### src/rtl/psram_opi_resp.sv
// Device-side OPI PSRAM responder: decodes DDR command/address/latency/data phases on the
// octal bus and serves an 8-entry mode-register file plus a synchronous memory port.
module psram_opi_resp #(
  parameter int unsigned MEM_AW  = 24,
  parameter logic [7:0]  MR0_RST = 8'h00,
  parameter logic [7:0]  MR4_RST = 8'h00
) (
  input  logic              clk_i,
  input  logic              rst_n_i,
  input  logic              psram_sck_i,
  input  logic              psram_ce_i,
  input  logic [7:0]        psram_io_in_i,
  output logic [7:0]        psram_io_out_o,
  output logic [7:0]        psram_io_en_o,
  output logic              mem_rd_o,
  output logic              mem_wr_o,
  output logic [MEM_AW-1:0] mem_addr_o,
  output logic [7:0]        mem_wdata_o,
  input  logic [7:0]        mem_rdata_i,
  output logic              busy_o,
  output logic              err_o
);

  typedef enum logic [2:0] {StIdle, StCmd, StAddr, StWait, StData, StIgnore} state_e;

  localparam logic [7:0] CmdMrWr  = 8'hC0;
  localparam logic [7:0] CmdMrRd  = 8'h40;
  localparam logic [7:0] CmdMemWr = 8'h80;
  localparam logic [7:0] CmdMemRd = 8'h20;

  state_e            state_q, state_d;
  logic              sck_q, sck_prev_q, ce_q, ce_prev_q;
  logic [7:0]        io_q;
  logic [7:0]        cnt_q, cmd_q, out_q, wdata_q;
  logic [31:0]       addr_q, addr_nxt;
  logic [MEM_AW-1:0] ma_q;
  logic              rd_q, wr_q, rd_pend_q, err_q;
  logic [7:0]        mr_q [8];

  logic              sck_edge, cmd_ok, is_rd;
  logic [7:0]        rl, wl, wait_len, last_wait, pre_last;

  assign sck_edge  = !ce_q && (sck_q != sck_prev_q);
  assign addr_nxt  = (addr_q << 8) | {24'h0, io_q};
  assign cmd_ok    = (io_q == cmd_q) &&
                     (cmd_q == CmdMrWr || cmd_q == CmdMrRd ||
                      cmd_q == CmdMemWr || cmd_q == CmdMemRd);
  assign is_rd     = (cmd_q == CmdMrRd) || (cmd_q == CmdMemRd);
  assign rl        = 8'(mr_q[0][2:0]) + 8'd3;
  assign wl        = 8'(mr_q[4][7:5]) + 8'd3;
  // Command phase uses counts 0-1 and address 2-5, so wait starts at count 6.
  assign last_wait = 8'd5 + wait_len;
  assign pre_last  = 8'd4 + wait_len;

  always_comb begin
    wait_len = 8'd0;
    case (cmd_q)
      CmdMrRd, CmdMemRd: wait_len = {rl[6:0], 1'b0};
      CmdMemWr:          wait_len = {wl[6:0], 1'b0};
      default:           wait_len = 8'd0;
    endcase
  end

  // Input sampling and edge history.
  always_ff @(posedge clk_i or negedge rst_n_i) begin
    if (!rst_n_i) begin
      sck_q      <= 1'b0;
      sck_prev_q <= 1'b0;
      ce_q       <= 1'b1;
      ce_prev_q  <= 1'b1;
      io_q       <= 8'h00;
    end else begin
      sck_q      <= psram_sck_i;
      sck_prev_q <= sck_q;
      ce_q       <= psram_ce_i;
      ce_prev_q  <= ce_q;
      io_q       <= psram_io_in_i;
    end
  end

  always_ff @(posedge clk_i or negedge rst_n_i) begin
    if (!rst_n_i) state_q <= StIdle;
    else          state_q <= state_d;
  end

  always_comb begin
    state_d = state_q;
    if (state_q != StIdle && ce_q) begin
      state_d = StIdle;
    end else begin
      case (state_q)
        StIdle: if (ce_prev_q && !ce_q) state_d = StCmd;
        StCmd:  if (sck_edge && cnt_q == 8'd1) state_d = cmd_ok ? StAddr : StIgnore;
        StAddr: if (sck_edge && cnt_q == 8'd5) state_d = (wait_len == 8'd0) ? StData : StWait;
        StWait: if (sck_edge && cnt_q == last_wait) state_d = StData;
        default: state_d = state_q;
      endcase
    end
  end

  always_ff @(posedge clk_i or negedge rst_n_i) begin
    if (!rst_n_i) begin
      cnt_q     <= 8'h00;
      cmd_q     <= 8'h00;
      addr_q    <= 32'h0;
      ma_q      <= '0;
      out_q     <= 8'h00;
      wdata_q   <= 8'h00;
      rd_q      <= 1'b0;
      wr_q      <= 1'b0;
      rd_pend_q <= 1'b0;
      err_q     <= 1'b0;
      for (int i = 0; i < 8; i++) mr_q[i] <= 8'h00;
      mr_q[0]   <= MR0_RST;
      mr_q[4]   <= MR4_RST;
    end else begin
      if (state_q == StIdle)                      cnt_q <= 8'h00;
      else if (sck_edge && cnt_q != 8'hFF)        cnt_q <= cnt_q + 8'd1;

      if (state_q == StCmd && sck_edge && cnt_q == 8'd0) cmd_q <= io_q;
      err_q <= (state_q == StCmd) && sck_edge && (cnt_q == 8'd1) && !cmd_ok;

      if (state_q == StAddr && sck_edge) addr_q <= addr_nxt;

      if (state_q == StAddr && sck_edge && cnt_q == 8'd5) ma_q <= addr_nxt[MEM_AW-1:0];
      else if (rd_q || wr_q)                              ma_q <= ma_q + MEM_AW'(1);

      // First read is prefetched so data is on the bus before the first data edge.
      rd_q <= (cmd_q == CmdMemRd) && sck_edge &&
              ((state_q == StWait && cnt_q == pre_last) || state_q == StData);
      wr_q <= (cmd_q == CmdMemWr) && sck_edge && (state_q == StData);
      if ((cmd_q == CmdMemWr) && sck_edge && (state_q == StData)) wdata_q <= io_q;

      rd_pend_q <= rd_q;
      if (rd_pend_q) begin
        out_q <= mem_rdata_i;
      end else if ((state_q == StWait || state_q == StData) && cmd_q == CmdMrRd) begin
        out_q <= mr_q[addr_q[2:0]];
      end

      if (state_q == StData && cmd_q == CmdMrWr && sck_edge && cnt_q == 8'd6)
        mr_q[addr_q[2:0]] <= io_q;
    end
  end

  always_comb begin
    busy_o         = (state_q != StIdle);
    psram_io_en_o  = (state_q == StData && !ce_q && is_rd) ? 8'hFF : 8'h00;
    psram_io_out_o = out_q;
    mem_rd_o       = rd_q;
    mem_wr_o       = wr_q;
    mem_addr_o     = ma_q;
    mem_wdata_o    = wdata_q;
    err_o          = err_q;
  end

endmodule
### config.mk
export PLATFORM = sky130hd
export DESIGN_NAME = psram_opi_resp
export DESIGN_NICKNAME = d
export VERILOG_FILES = /design/src/rtl/psram_opi_resp.sv
export SDC_FILE = /design/constraint.sdc
export NUM_CORES = 1
export LEC_CHECK = 0
export BUFFER_PORTS_ARGS = -buffer_cell sky130_fd_sc_hd__clkbuf_2
export CAP_MARGIN = 10
export CORE_MARGIN = 3
export CORE_UTILIZATION = 55
export DETAILED_ROUTE_END_ITERATION = 8
export PLACE_DENSITY_LB_ADDON = 0.3
export REMOVE_ABC_BUFFERS = 1
export SLEW_MARGIN = 20
export SYNTH_ARGS = -nofsm -noshare
export SYNTH_HDL_FRONTEND = slang
export SYNTH_SLANG_ARGS = --single-unit
### constraint.sdc
create_clock -name clk_i -period 5.1 [get_ports clk_i]
set_input_delay 0.51 -clock clk_i [delete_from_list [all_inputs] [get_ports clk_i]]
set_output_delay 0.51 -clock clk_i [all_outputs]
set_load 0.02 [all_outputs]
==> reports/summary.txt, run 1 <==
outcome: finished, final reports clean
clk sink count: 155
Area after DPL: 0.00793 mm^2
largest family of logic cells by synthesized area: multiplexers
CTS resizes: 0
syn_area_per_cell: 11.8 um^2
Initial Util: 0.565
fraction of layout cells with a size suffix above 1: 0.333
most frequent cells in the layout: dfrtp_1, mux2_2, clkbuf_2, nor2_1, nand2_1
Yosys reg bits: 155
Final nets: 713
drt drc: 0
Syn Inst Count: 635
Max Cap Viol: 0
DRT Wirelength: 16,400 um
worst-path fanout max: 11
ys flop type: dfrtp_1
DP HPWL: 10,900 um
Max Fclk: 242 MHz
setup bufs post-CTS: 0
worst clock skew: 10.7 ps
count of hold-fix buffers inserted at cts: 0
cts bufs inserted: 17
Rel. slew slack: 0.321
yosys warns: 0
dominant cells by area after synthesis: dfrtp_1, mux2_2, mux4_2
TritonRoute pass-1 iters: 5
row count: 42
post-synthesis mux area share: 0.210
CP endpoint kind: register
final instance area: 0.00852 mm^2
EDFF count, synth: 0
IO Port Bufs: 71
remaining antenna violation count: 0
Setup CP Type: reg2reg
Clk pin slew, worst setup/hold paths: 60 ps
all-layer global routing usage: 0.232
Critical Path Source Type: register
min Tclk post-route: 4130 ps
post-synthesis adder-cell area fraction: 0.0117
final RePlAce weighted congestion: 0.868
setup_tns: 0 ps
die height: 123 um
Static Leak: 4.05 nW
# fillers: 1,051
Root Buffer: clkbuf_16
vias per inst: 5.82
most common cell after layout, fill and taps aside: dfrtp_1
number of H-tree levels: 4
Placeable Area: 0.0133 mm^2
final hold slack: 173 ps
FFs w/ async S/R, synth: 1.00
max-slew violation count: 0
CP arrival: 4430 ps
Setup WS post-layout: 970 ps
final non-filler cell total: 875
dpl ws: 982 ps
RSZ-0062 raised after global routing: false
Post-Synth Simple-Gate Area: 0.120
post-synth top area share: 0.510
Worst-Skew Late Latency: 420 ps
Iteration-0 DRC Markers: 300
vias in the first global route: 5,210
final setup fails: 0
leading area contributor after synthesis: dfrtp_1
Req. time, crit path: 5400 ps
TritonCTS clock tree: done
pwr dens: 365 mW/mm^2
sequential share of the synthesized area: 0.517
initial antenna violation count: 0
Yosys cell types: 54
worst slew pin tran: 1020 ps
largest net degree at the start of global routing: 112
vias: 5,095
die area: 0.0151 mm^2
first-pass GRT wire length: 26,800 um
diode count: 0
mapped cell area: 0.00751 mm^2
wire length per cell: 18.7 um
I/O pins: 72
Synth Area in XOR/XNOR: 0.0536
maximum VDD drop: 0.243 mV
Synth Area in Compound Gates: 0.0591
grt ovf: 0
min-delay worst type: in2reg
Syn-to-layout area delta: 13.4%
fin crit share: 0.810
Fin. Hold Viols: 0
die width: 123 um
placed cells: 843
Clock Path Buffers: 2
[cell families after synthesis]
| family | Yosys count |
|---|---|
| fa+ha+maj | 7 |
| compound gates | 74 |
| mux | 125 |
| xor+xnor | 46 |
| simple gates | 178 |
| flops | 155 |
| buf+inv | 50 |
[flip-flops by register name, summed over array words and instances, names as in the netlist, 3 cells and up]
name            cells
addr_q             16
mr_q               64
cnt_q               8
mem_addr_o         24
psram_io_out_o      8
state_q             3
mem_wdata_o         8
cmd_q               8
io_q                8
[critical path, stage by stage, from the launching register on]
cell and delay [ps]:
dfrtp_1 400, nor4_1 370, nand2b_1 330, nor2_1 300, mux2i_1 220, ha_1 230
xor2_1 150, nor3_1 60, a21oi_1 180, nor2_1 70, ha_1 210, xnor2_1 250
nand2b_1 90, mux2i_1 140, o211ai_1 130, or4_1 500, a2111oi_2 370
[Yosys cell counts (4+ instances only)]
master    instances
a21oi_1          37
a31oi_1           4
and3_1            7
buf_4             8
clkbuf_1         32
dfrtp_1         153
ha_1              7
inv_1             6
mux2_2           98
mux2i_1          11
mux4_2           16
nand2_1          38
nand2b_1          7
nand3_1          10
nand4_1          10
nor2_1           61
nor2b_1           5
nor3_1           11
nor4_1            5
o21ai_0          11
or3_1             4
xnor2_1          14
xor2_1           32
[metrics by stage]
stage	util	power, mW
final	0.641	3.11
after global routing	0.641	3.26
after CTS	0.640	3.13
after detailed placement	0.597	1.89
after global placement	0.597	1.87
after floorplan	-	1.73
[worst paths after layout]
kind / from / endpoint / slack (ps) / cells after the start
min in group asynchronous: rst_n_i / mem_addr_o[15] / 180 / 1
min: psram_ce_i / ce_q / 170 / 1
max: cmd_q[2] / mem_rd_o / 970 / 16
min reg2reg: sck_q / sck_prev_q / 390 / 0
max reg2reg: cmd_q[2] / mem_rd_o / 970 / 16
max in group asynchronous: rst_n_i / mem_addr_o[6] / 3700 / 2
[layout make-up]
class | count | area, um^2 | share of cell area
multi-input cells | 430 | 3410 | 0.401
clock inverters | 10 | 116 | 0.0137
repair buffers | 76 | 399 | 0.0469
clock buffers | 22 | 464 | 0.0545
flip-flops and latches | 155 | 3880 | 0.456
inverters | 6 | 22.5 | 0.00264
well taps | 176 | 220 | 0.0259
[routing by layer]
metal  up-vias  part of all wire  track usage
met5         -                 0            0
met4         0             0.015       0.0707
met1      2566              0.44        0.313
li1       2367                 -            -
met3        23             0.044       0.0438
met2       139              0.50        0.383
[report_power, final]
group | leakage [nW] | switching (mW) | internal (mW)
clock | 0.280 | 0.487 | 0.747
sequential | 2.08 | 0.129 | 1.30
combinational | 1.70 | 0.255 | 0.188
Note: power is estimated with default switching activity, not from simulation.
==> run 2: changes to the inputs <==
--- a/config.mk
+++ b/config.mk
@@ -8,7 +8,7 @@
 export BUFFER_PORTS_ARGS = -buffer_cell sky130_fd_sc_hd__clkbuf_2
 export CAP_MARGIN = 10
 export CORE_MARGIN = 3
-export CORE_UTILIZATION = 55
+export CORE_UTILIZATION = 54
 export DETAILED_ROUTE_END_ITERATION = 8
 export PLACE_DENSITY_LB_ADDON = 0.3
 export REMOVE_ABC_BUFFERS = 1
==> constraint.sdc (replaced) <==
create_clock -name clk_i -period 3.45 [get_ports clk_i]
set_input_delay 0.345 -clock clk_i [delete_from_list [all_inputs] [get_ports clk_i]]
set_output_delay 0.345 -clock clk_i [all_outputs]
set_load 0.02 [all_outputs]
==> reports/summary.txt, run 2 (synthesized netlist as in run 1, its figures left out) <==
most common cell after layout, fill and taps aside: dfrtp_1
die area: 0.0154 mm^2 (+1.8%)
Reg with most FFs: mr_q
final setup fails: 1 (+1)
fin crit share: 1.04 (+0.226)
Critical Path Source Type: register
met2 Usage GRT: 0.385 (+0.00228)
Initial Util: 0.561 (-0.00443)
most frequent cells in the layout: dfrtp_1, mux2_2, clkbuf_2, nor2_1, nand2_1
crit-path max cell delay: 510 ps (about the same)
Placeable Area: 0.0134 mm^2 (+0.79%)
remaining antenna violation count: 0 (unchanged)
TritonRoute pass-1 iters: 4 (-1)
Root Buffer: clkbuf_16
Req. time, crit path: 3770 ps (-1630 ps)
Iteration-0 DRC Markers: 257 (-14%)
die width: 124 um (+0.87%)
Reg area: 0.00388 mm^2 (unchanged)
initial antenna violation count: 0 (unchanged)
cts bufs inserted: 17 (unchanged)
CP arrival: 3890 ps (-540 ps)
Setup CP Type: reg2reg
diode count: 0 (unchanged)
fraction of layout cells with a size suffix above 1: 0.370 (+0.0367)
IO Port Bufs: 71 (unchanged)
Clk pin slew, worst setup/hold paths: 60 ps (about the same)
DRT Wirelength: 16,600 um (+1.3%)
TritonCTS clock tree: done
number of H-tree levels: 4 (unchanged)
Crit-path slowest cell: or4_4
CP Buf/Inv Count: 0 (unchanged)
clk sink count: 155 (unchanged)
DP HPWL: 11,300 um (+3.5%)
worst clock skew: 6.79 ps (-3.94 ps)
GRT met1 Usage: 0.309 (-0.00409)
first-pass GRT wire length: 27,200 um (+1.7%)
Static Leak: 4.17 nW (+2.9%)
Setup WS post-layout: -122 ps (-1090 ps)
busiest grt layer: met2
Max Cap Viol: 0 (unchanged)
min Tclk post-route: 3570 ps (-558 ps)
vias per inst: 5.75 (-1.2%)
Final nets: 741 (+3.9%)
Worst-Skew Late Latency: 430 ps (about the same)
total power: 4.61 mW (+48%)
setup_tns: -122 ps (-122 ps)
Clock Path Buffers: 2 (unchanged)
Fin. Hold Viols: 0 (unchanged)
Rel. slew slack: 0.395 (+0.0741)
worst-path fanout max: 3 (-8)
row count: 42 (unchanged)
Max Fclk: 280 MHz (+16%)
vias in the first global route: 5,312 (+2.0%)
grt ovf: 0 (unchanged)
M3 GR Usage: 0.0495 (+0.00572)
outcome: finished, violations left
maximum VDD drop: 0.428 mV (+76%)
all-layer global routing usage: 0.234 (+0.00263)
max-slew violation count: 0 (unchanged)
wire length per cell: 18.4 um (-1.9%)
failing checks: negative setup slack
min-delay worst type: in2reg
Largest register FFs: 64 (unchanged)
final hold slack: 17.1 ps (-156 ps)
worst slew pin tran: 907 ps (-111 ps)
worst-path cell chain: nor4_2, nand2b_1, nor2_2, mux2i_1, ha_2, xor2_1, nor3_1, a21oi_1, nor2_1, ha_2, xnor2_2, nor2_1, nand2_1, mux2i_1, o211ai_1, or4_4, a2111oi_4
I/O pins: 72 (unchanged)
RSZ-0062 raised after global routing: true
drt drc: 0 (unchanged)
CP delay by family, top: simple AND/OR/NAND/NOR gates
pwr dens: 526 mW/mm^2 (+44%)
vias: 5,194 (+1.9%)
# fillers: 1,042 (-0.86%)
largest net degree at the start of global routing: 98 (-13%)
final RePlAce weighted congestion: 0.838 (-3.4%)
CP endpoint kind: register
area occupied by multi-input gates: 0.00347 mm^2 (+1.7%)
Syn-to-layout area delta: 16.6%
die height: 124 um (+0.87%)
run 2: cell types whose count changed in the layout (fill, tap and decap cells not counted), sizes merged:
cell,delta
inv,+2
dlygate4sd3,+2
bufinv,-2
buf,+26
clkbuf,-2
clkinvlp,+2
run 2: routing by layer:
metal,vias to the layer above,part of all wire
li1,2414,-
met1,2616,0.45
met2,134,0.48
met3,30,0.042
met4,0,0.025
met5,-,0
run 2: final cells by class:
cell class              count  share of cell area
clock inverters            12              0.0101
inverters                   6             0.00257
repair buffers            104              0.0716
well taps                 176              0.0251
clock buffers              20              0.0510
flip-flops and latches    155               0.443
multi-input cells         430               0.396
run 2: worst paths after layout:
path	start	to	slack [ps]	depth (start not counted)
worst min register to register	sck_q	sck_prev_q	400	0
min in group asynchronous	rst_n_i	mem_addr_o[21]	450	2
max in group asynchronous	rst_n_i	mr_q[41]	2110	3
worst min-delay path	psram_io_in_i[6]	io_q[6]	20	1
worst max register to register	cmd_q[2]	mem_rd_o	-120	17
worst max-delay path	cmd_q[2]	mem_rd_o	-120	17
run 2: timing repair:
item,4_1_cts,5_1_grt
gates resized for setup,6,5
setup endpoints to repair,1,4
pin swaps,8,8
setup buffers,1,0
hold buffers,2,0
endpoints found under the hold margin,59,0
run 2: report_power, final:
part	switching, mW	internal, mW	leakage (nW)
Clock	0.751	0.941	0.253
Sequential	0.120	1.92	2.08
Combinational	0.485	0.390	1.84
Total	1.36	3.25	4.17
run 2: per-stage QoR:
stage                util  instances  worst slack (ps)  area (um^2)
floorplan               -        591             -1160         7310
global route        0.654        903              -336         8760
global placement    0.607        869              -201         8140
finish              0.654        903              -122         8760
detailed placement  0.607        869              -305         8140
CTS                 0.652        904              -134         8730
run 2: worst register-to-register path: cells and delay by family (launching register included):
kind | cells | cell delay, ps
mux | 2 | 370
simple gates | 8 | 1450
xor+xnor | 2 | 280
fa+ha+maj | 2 | 390
compound gates | 3 | 600
flops | 1 | 380
==> run 3: changes to the inputs <==
--- a/config.mk
+++ b/config.mk
@@ -12,6 +12,7 @@
 export DETAILED_ROUTE_END_ITERATION = 8
 export PLACE_DENSITY_LB_ADDON = 0.3
 export REMOVE_ABC_BUFFERS = 1
+export SKIP_CTS_REPAIR_TIMING = 1
 export SLEW_MARGIN = 20
 export SYNTH_ARGS = -nofsm -noshare
 export SYNTH_HDL_FRONTEND = slang
==> reports/summary.txt, run 3 (synthesized netlist as in run 1, its figures left out) <==
Critical Path Source Type: register
P_int: 3.25 mW (about the same)
largest net degree at the start of global routing: 98 (unchanged)
Fin. Hold Viols: 0 (unchanged)
max-slew violation count: 0 (unchanged)
worst-path fanout max: 3 (unchanged)
DP HPWL: 11,300 um (unchanged)
final non-filler cell total: 903 (unchanged)
worst clock skew: 11.0 ps (+4.18 ps)
grt ovf: 0 (unchanged)
Initial Util: 0.561 (unchanged)
vias per inst: 5.77 (+0.29%)
Worst-Skew Late Latency: 430 ps (about the same)
Largest register FFs: 64 (unchanged)
maximum VDD drop: 0.428 mV (about the same)
Max Cap Viol: 0 (unchanged)
final setup fails: 1 (unchanged)
die width: 124 um (unchanged)
outcome: finished, violations left
Setup CP Type: reg2reg
Req. time, crit path: 3770 ps (about the same)
row count: 42 (unchanged)
Iteration-0 DRC Markers: 284 (+11%)
TritonRoute pass-1 iters: 4 (unchanged)
first-pass GRT wire length: 27,200 um (-0.23%)
Reg with most FFs: mr_q
final instance area: 0.00874 mm^2 (-0.16%)
wire length per cell: 18.3 um (-0.38%)
Sw Ratio: 0.293 (-0.00115)
Placeable Area: 0.0134 mm^2 (unchanged)
Root Buffer: clkbuf_16
Static Leak: 4.17 nW (about the same)
Area after DPL: 0.00814 mm^2 (unchanged)
IO Port Bufs: 71 (unchanged)
drt drc: 0 (unchanged)
Final nets: 741 (unchanged)
Setup WS post-layout: -107 ps (+15.7 ps)
Syn-to-layout area delta: 16.4%
Rel. slew slack: 0.407 (+0.0118)
# fillers: 1,047 (+0.48%)
clk sink count: 155 (unchanged)
diode count: 0 (unchanged)
Gate power share: 0.189 (about the same)
DRT Wirelength: 16,500 um (-0.38%)
placed cells: 869 (unchanged)
CP arrival: 3870 ps (-20 ps)
min-delay worst type: in2reg
die height: 124 um (unchanged)
fin crit share: 1.03 (-0.00456)
Clock Path Buffers: 2 (unchanged)
I/O pins: 72 (unchanged)
remaining antenna violation count: 0 (unchanged)
Max Fclk: 281 MHz (+0.44%)
min Tclk post-route: 3560 ps (-15.7 ps)
RSZ-0062 raised after global routing: true
initial antenna violation count: 0 (unchanged)
most frequent cells in the layout: dfrtp_1, mux2_2, clkbuf_2, nor2_1, nand2_1
failing checks: negative setup slack
most common cell after layout, fill and taps aside: dfrtp_1
Clk pin slew, worst setup/hold paths: 60 ps (about the same)
fraction of layout cells with a size suffix above 1: 0.369 (-0.00138)
worst slew pin tran: 890 ps (-17.6 ps)
Clk pwr share: 0.367 (about the same)
vias in the first global route: 5,295 (-0.32%)
number of H-tree levels: 4 (unchanged)
TritonCTS clock tree: done
Sequential Power Share: 0.444 (about the same)
CP endpoint kind: register
cts bufs inserted: 17 (unchanged)
pwr dens: 526 mW/mm^2 (about the same)
all-layer global routing usage: 0.234 (-0.000611)
final RePlAce weighted congestion: 0.838 (unchanged)
P_sw: 1.35 mW (-0.62%)
vias: 5,209 (+0.29%)
die area: 0.0154 mm^2 (unchanged)
run 3: routing by layer:
metal	track usage	vias to the layer above	wire length, um
met5	0	-	0
met4	0.0869	0	362
met3	0.0495	27	678
met2	0.383	131	8060
met1	0.309	2637	7410
li1	-	2414	-
run 3: path summary, 6_finish.rpt:
| kind | cells past startpoint | slack, ps | to | start |
|---|---|---|---|---|
| max in group asynchronous | 3 | 2100 | mr_q[41] | rst_n_i |
| worst min-delay path | 1 | 20 | io_q[1] | psram_io_in_i[1] |
| worst min register to register | 0 | 400 | sck_prev_q | sck_q |
| min in group asynchronous | 2 | 460 | mem_addr_o[21] | rst_n_i |
| worst max-delay path | 15 | -110 | mem_rd_o | cmd_q[1] |
| worst max register to register | 15 | -110 | mem_rd_o | cmd_q[1] |
run 3: area by class of cell:
cell class	count	area, um^2	share of cell area
Sequential cell	155	3880	0.444
Multi-Input combinational cell	430	3460	0.395
Timing Repair Buffer	104	627	0.0717
Clock buffer	20	447	0.0511
Tap cell	176	220	0.0252
Clock inverter	12	88.8	0.0102
Inverter	6	22.5	0.00258
run 3: through the flow:
step / hold slack, ps / utilization / setup TNS (ps) / power (mW) / setup slack [ps]
floorplan: 49.4 / - / -9500 / 2.56 / -1160
global placement: 347 / 0.607 / -201 / 2.90 / -201
detailed placement: 350 / 0.607 / -305 / 2.93 / -305
CTS: -104 / 0.647 / -339 / 4.62 / -339
global route: 3.26 / 0.653 / -320 / 4.83 / -320
finish: 23.0 / 0.653 / -107 / 4.60 / -107
run 3: worst max-delay path: stages, from the launching register on:
cell	delay (ps)
dfrtp_1	380
nor4_2	330
nand2b_1	140
nor2_2	150
mux2i_1	220
ha_2	200
buf_4	110
xnor2_1	60
a21oi_1	190
nor2_1	70
ha_2	180
xnor2_2	150
nor4b_2	260
o211ai_1	160
or4_4	540
a2111oi_4	290
run 3: power groups by stage:
stage	combinational, mW	clock (mW)	sequential, mW
floorplan	0.447	0	2.11
global placement	0.840	0	2.06
global route	0.973	1.80	2.06
CTS	0.864	1.72	2.04
detailed placement	0.859	0	2.07
finish	0.869	1.69	2.04
